## config.mk

```make
export PLATFORM = sky130hd
export DESIGN_NAME = uart_word_assembler
export DESIGN_NICKNAME = d
export VERILOG_FILES = /design/src/rtl/rsa_uart_pkg.sv /design/src/rtl/rise_detect.sv /design/src/rtl/uart_word_assembler.sv
export SDC_FILE = /design/constraint.sdc
export NUM_CORES = 1
export LEC_CHECK = 0
export CORE_ASPECT_RATIO = 0.6
export CORE_UTILIZATION = 40
export DETAILED_ROUTE_END_ITERATION = 16
export PLACE_DENSITY = 0.61
export SYNTH_ARGS = -nofsm -noshare
export SYNTH_HDL_FRONTEND = slang
export SYNTH_HIERARCHICAL = 1
export SYNTH_SLANG_ARGS = --single-unit
```

## constraint.sdc

```tcl
create_clock -name clk -period 2.5 [get_ports clk]
set_input_delay 0.5 -clock clk [delete_from_list [all_inputs] [get_ports clk]]
set_output_delay 0.5 -clock clk [all_outputs]
set_load 0.02 [all_outputs]
```

## src/rtl/rsa_uart_pkg.sv

```systemverilog
// Shared UART framing constants and the word-assembler collection state type.
package rsa_uart_pkg;
  localparam int BAUD_TICKS_PER_BIT    = 16;
  localparam int BITS_PER_FRAME        = 10;
  // Ten byte times of silence abandon a partial word.
  localparam int DEFAULT_TIMEOUT_TICKS = BAUD_TICKS_PER_BIT * BITS_PER_FRAME * 10;

  typedef enum logic {
    ST_IDLE    = 1'b0,
    ST_COLLECT = 1'b1
  } asm_state_e;
endpackage

```

## src/rtl/rise_detect.sv

```systemverilog
// One-bit rising-edge detector; the history flop resets to RESET_VAL so a level
// already high at reset release can be masked.
module rise_detect #(
  parameter bit RESET_VAL = 1'b0
) (
  input  logic clk,
  input  logic rst,
  input  logic d,
  output logic rise
);
  logic prev_q, prev_d;

  always_comb prev_d = d;

  always_ff @(posedge clk) begin
    if (rst) prev_q <= RESET_VAL;
    else     prev_q <= prev_d;
  end

  assign rise = d & ~prev_q;
endmodule

```

## src/rtl/uart_word_assembler.sv

```systemverilog
// Packs received UART bytes LSB-first into BYTES_PER_WORD-byte words, with a
// one-deep output register, overrun reporting and an inter-byte timeout.
module uart_word_assembler
  import rsa_uart_pkg::*;
#(
  parameter int BYTES_PER_WORD = 4,
  parameter int TIMEOUT_TICKS  = DEFAULT_TIMEOUT_TICKS
) (
  input  logic                        clk,
  input  logic                        rst,
  input  logic                        baud_tick,
  input  logic                        byte_valid,
  input  logic [7:0]                  byte_in,
  output logic [8*BYTES_PER_WORD-1:0] word_out,
  output logic                        word_valid,
  input  logic                        word_ready,
  output logic                        overrun,
  output logic                        timeout
);
  localparam int WW = 8 * BYTES_PER_WORD;
  localparam int PW = 8 * (BYTES_PER_WORD - 1);
  localparam int CW = (BYTES_PER_WORD > 2) ? $clog2(BYTES_PER_WORD) : 1;
  localparam int TW = $clog2(TIMEOUT_TICKS + 1);
  localparam logic [CW-1:0] LAST_IDX = CW'(BYTES_PER_WORD - 1);
  localparam logic [TW-1:0] TMO_MAX  = TW'(TIMEOUT_TICKS);

  asm_state_e    state_q, state_d;
  logic [CW-1:0] cnt_q, cnt_d;
  logic [PW-1:0] part_q, part_d;
  logic [TW-1:0] tmo_q, tmo_d;
  logic [WW-1:0] word_q, word_d;
  logic          wv_q, wv_d;
  logic          ovr_q, ovr_d;
  logic          to_q, to_d;
  logic          byte_evt, complete, expire;

  // Edge history resets high: a byte_valid held across reset is not a new byte.
  rise_detect #(.RESET_VAL(1'b1)) u_rise (
    .clk  (clk),
    .rst  (rst),
    .d    (byte_valid),
    .rise (byte_evt)
  );

  always_comb begin
    state_d  = state_q;
    cnt_d    = cnt_q;
    part_d   = part_q;
    tmo_d    = tmo_q;
    word_d   = word_q;
    wv_d     = wv_q;
    ovr_d    = 1'b0;
    to_d     = 1'b0;
    complete = byte_evt && (cnt_q == LAST_IDX);
    expire   = (state_q == ST_COLLECT) && (tmo_q == TMO_MAX) && !byte_evt;

    if (byte_evt) begin
      tmo_d = '0;
      if (complete) begin
        state_d = ST_IDLE;
        cnt_d   = '0;
      end else begin
        part_d[8*cnt_q +: 8] = byte_in;
        cnt_d   = cnt_q + 1'b1;
        state_d = ST_COLLECT;
      end
    end else if (expire) begin
      state_d = ST_IDLE;
      cnt_d   = '0;
      tmo_d   = '0;
      to_d    = 1'b1;
    end else if (state_q == ST_IDLE) begin
      tmo_d = '0;
    end else if (baud_tick && (tmo_q != TMO_MAX)) begin
      tmo_d = tmo_q + 1'b1;
    end

    // A completed word only lands if the register is free this cycle.
    if (complete) begin
      if (!wv_q || word_ready) begin
        word_d = {byte_in, part_q};
        wv_d   = 1'b1;
      end else begin
        ovr_d = 1'b1;
      end
    end else if (wv_q && word_ready) begin
      wv_d = 1'b0;
    end
  end

  always_ff @(posedge clk) begin
    if (rst) begin
      state_q <= ST_IDLE;
      cnt_q   <= '0;
      part_q  <= '0;
      tmo_q   <= '0;
      word_q  <= '0;
      wv_q    <= 1'b0;
      ovr_q   <= 1'b0;
      to_q    <= 1'b0;
    end else begin
      state_q <= state_d;
      cnt_q   <= cnt_d;
      part_q  <= part_d;
      tmo_q   <= tmo_d;
      word_q  <= word_d;
      wv_q    <= wv_d;
      ovr_q   <= ovr_d;
      to_q    <= to_d;
    end
  end

  assign word_out   = word_q;
  assign word_valid = wv_q;
  assign overrun    = ovr_q;
  assign timeout    = to_q;
endmodule

```

==> run_results.csv <==
group,metric,value,unit
clock_network,clkSinkCount,74,
power_and_ir_drop,swShare,19.5,%
global_route,grt-ovfl-total,0,
global_route,busiest_layer,"met1",
sta,rsz0062_at_grt,"no",
power_and_ir_drop,power.density,716,nW/um^2
critical_path,critPathSlowestCell,"o31ai_2",
sta,tns,0,ns
logic_synthesis,netlist_area,3000,um^2
critical_path,critPathMaxFanout,11,
global_route,grt_use_met2,27.1,%
power_and_ir_drop,power_frac_seq,42.7,%
power_and_ir_drop,p_sw,0.546,mW
sta,period_needed,1.95,ns
logic_synthesis,synth_cells,356,
global_route,antenna_found_initial,0,
critical_path,arrival,2.13,ns
critical_path,crit_chain,"or4b_4 > o31ai_2 > nor2_1",
critical_path,start_kind,"flop",
hold_path,hold_path_class,"reg -> reg",
routing,viasPerCell,5.32,
logic_synthesis,yosysUniqueCellTypes,34,
global_route,use_met1,30.1,%
routing,drt_iter0_drc,146,
power_and_ir_drop,internal_power,2.25,mW
clock_network,cts_root_buf,"clkbuf_16",
die,io_pins,48,
global_route,track_usage,20.1,%
power_and_ir_drop,clkPwrFrac,54.2,%
sta,fmax,513,MHz
clock_network,cts_tree,"yes",
logic_synthesis,ys_ff_latch,74,
outcome,status,"complete, no violations",
critical_path,cp.required,2.69,ns
clock_network,cts_resized,0,
finish,area_growth,30.3,%
power_and_ir_drop,irDropWorstVdd,0.000504,V
finish,drive_gt1_share,7.27,%
critical_path,cp.buffers_inverters,0,
finish,multi_input_area,1370,um^2
sta,period_share,77.9,%
power_and_ir_drop,p_leak,1.25,nW
routing,drtPass1Iterations,4,
logic_synthesis,ys_warn_count,6,
placed_design,port_buffers,47,
sta,tightest_slew,0.835,ns
logic_synthesis,seq_area_frac_synth,49.5,%
routing,vias,2675,
clock_network,clockBufferDepth,2,
critical_path,slowest_delay,0.70,ns
logic_synthesis,synth_fp_nets,376,
power_and_ir_drop,p_comb_share,3.1,%
critical_path,endpoint_kind,"flop",
global_route,grt_pass1_wl,12400,um
placed_design,dp_slack,0.400,ns
finish,seqCellArea,1480,um^2
placed_design,hpwl,4740,um
die,core,7270,um^2
clock_network,clkLatencyLatePin,0.34,ns
placed_design,place.gp.congestion,0.766,
die,die_y,69.0,um
sta,max_slew_margin,44.0,%
die,die_area,7850,um^2
finish,nets,414,
critical_path,r2r_slack,0.55,ns
clock_network,path_clk_slew,0.06,ns
clock_network,cts-hold-fix-buffers,0,
finish,antennaDiodeCount,0,
routing,post_drt_wl_per_cell,14.7,um
sta,post-route-worst-setup-slack,0.553,ns
finish,layout_common_cells,"74 x dfxtp_1, 64 x a21oi_1, 61 x nand3_1, 46 x clkdlybuf4s50_1, 29 x nand2_1",
die,die_w,114,um
global_route,gr-usage-met3,5.54,%
routing,route.detailed.drc,0,
clock_network,cts_made_buffers,9,
finish,fillers,707,
job,max-cap-violations,0,
sta,report.final.slew_viol_count,0,
global_route,grt_pass1_vias,2502,
critical_path,path_class,"reg -> reg",
routing,wl,7390,um
routing,ant_nets,0,
sta,skew,0.00587,ns
sta,setup_viol,0,
clock_network,cts_max_level,3,
die,initial_core_util,41.2,%
logic_synthesis,synth_area_per_cell,8.41,um^2
finish,final_common_cell,"dfxtp_1",
global_route,grt_max_degree,64,
clock_network,cts_setup_buffers,0,
die,rows,24,
sta,hold_viol,0,
critical_path,cpLargestDelayFamily,"simple AND/OR/NAND/NOR gates",
## final timing paths
| kind | start | to | depth (start not counted) |
|---|---|---|---|
| hold / removal | part_q[23]$_SDFFE_PP0P_ | part_q[23]$_SDFFE_PP0P_ | 2 |
| setup reg to reg | tmo_q[2]$_SDFFE_PP0P_ | tmo_q[4]$_SDFFE_PP0P_ | 3 |
| setup / recovery | tmo_q[2]$_SDFFE_PP0P_ | tmo_q[4]$_SDFFE_PP0P_ | 3 |
| hold reg to reg | part_q[23]$_SDFFE_PP0P_ | part_q[23]$_SDFFE_PP0P_ | 2 |
## cells by family after synthesis
family	count (synthesis)	synth area share [%]
AND/OR/NAND/NOR	129	22.9
AO/OA/AOI/OAI	106	18.5
flip-flops	74	49.5
buffers and inverters	35	4.68
adder cells (fa/ha/maj)	7	2.92
XOR/XNOR	4	1.17
multiplexers	1	0.334
## metrics by stage
stage               util, %  power (mW)  std cells  area [um^2]  hold WS, ns
floorplan                 -        1.26        356         3000        0.432
global placement       48.8        1.30        487         3550        0.443
detailed placement     48.8        1.30        487         3550        0.447
CTS                    53.7        2.83        503         3900        0.456
global route           53.7        2.89        503         3900        0.465
finish                 53.7        2.79        503         3900        0.454
## metal layers
layer | vias up | part of all wire, %
li1 | 1331 | -
met1 | 1274 | 53
met2 | 63 | 39
met3 | 7 | 6.0
met4 | 0 | 1.0
met5 | - | 0
## power by group through the flow
stage	clock network [mW]	logic, mW	registers (mW)
2_1_floorplan	0	0.0476	1.22
3_3_place_gp	0	0.0870	1.22
3_5_place_dp	0	0.0868	1.22
4_1_cts	1.55	0.0873	1.19
5_1_grt	1.61	0.0953	1.19
6_report	1.51	0.0876	1.19
## cell usage after synthesis, drive strengths merged
| library cell | number | share of area, % |
|---|---|---|
| o31ai | 4 | 1.2 |
| o21ai | 36 | 6.1 |
| or2 | 1 | 0.21 |
| and3b | 4 | 1.2 |
| xnor2 | 2 | 0.58 |
| and2 | 3 | 0.63 |
| nor2 | 5 | 0.63 |
| xor2 | 2 | 0.58 |
| a211oi | 1 | 0.25 |
| inv | 7 | 0.88 |
| nor3 | 2 | 0.33 |
| mux2i | 1 | 0.33 |
| nor4 | 1 | 0.21 |
| nand3 | 61 | 10 |
| nor2b | 2 | 0.42 |
| nand3b | 3 | 0.75 |
| a21oi | 64 | 11 |
| nand4 | 3 | 0.63 |
| ha | 7 | 2.9 |
| clkbuf | 23 | 2.9 |
| nand2b | 2 | 0.42 |
| dfxtp | 74 | 49 |
| nor3b | 4 | 1.2 |
| nand2 | 29 | 3.6 |
| or4 | 3 | 0.75 |
| or4b | 2 | 0.92 |
| or3 | 4 | 0.84 |
| buf | 5 | 0.92 |
| o32ai | 1 | 0.29 |
## registers in the layout, summed over array words and instances, names as in the netlist
signal / count
state_q: 1
word_valid: 1
timeout: 1
u_rise/prev_q: 1
word_out: 32
tmo_q: 11
overrun: 1
part_q: 24
cnt_q: 2
## tightest hold or removal path, stage by stage (launching register included)
cell	delay, ns
dfxtp_1	0.31
nand2_1	0.05
a21oi_1	0.05
## cell type report
cell class	count	area share, %
clock buffer	12	6.57
clock inverter	4	2.50
inverter	7	0.673
multi-input combinational	247	35.2
sequential	74	37.9
tap	104	3.33
timing repair buffer	55	13.8
Note: power is estimated with default switching activity, not from simulation.
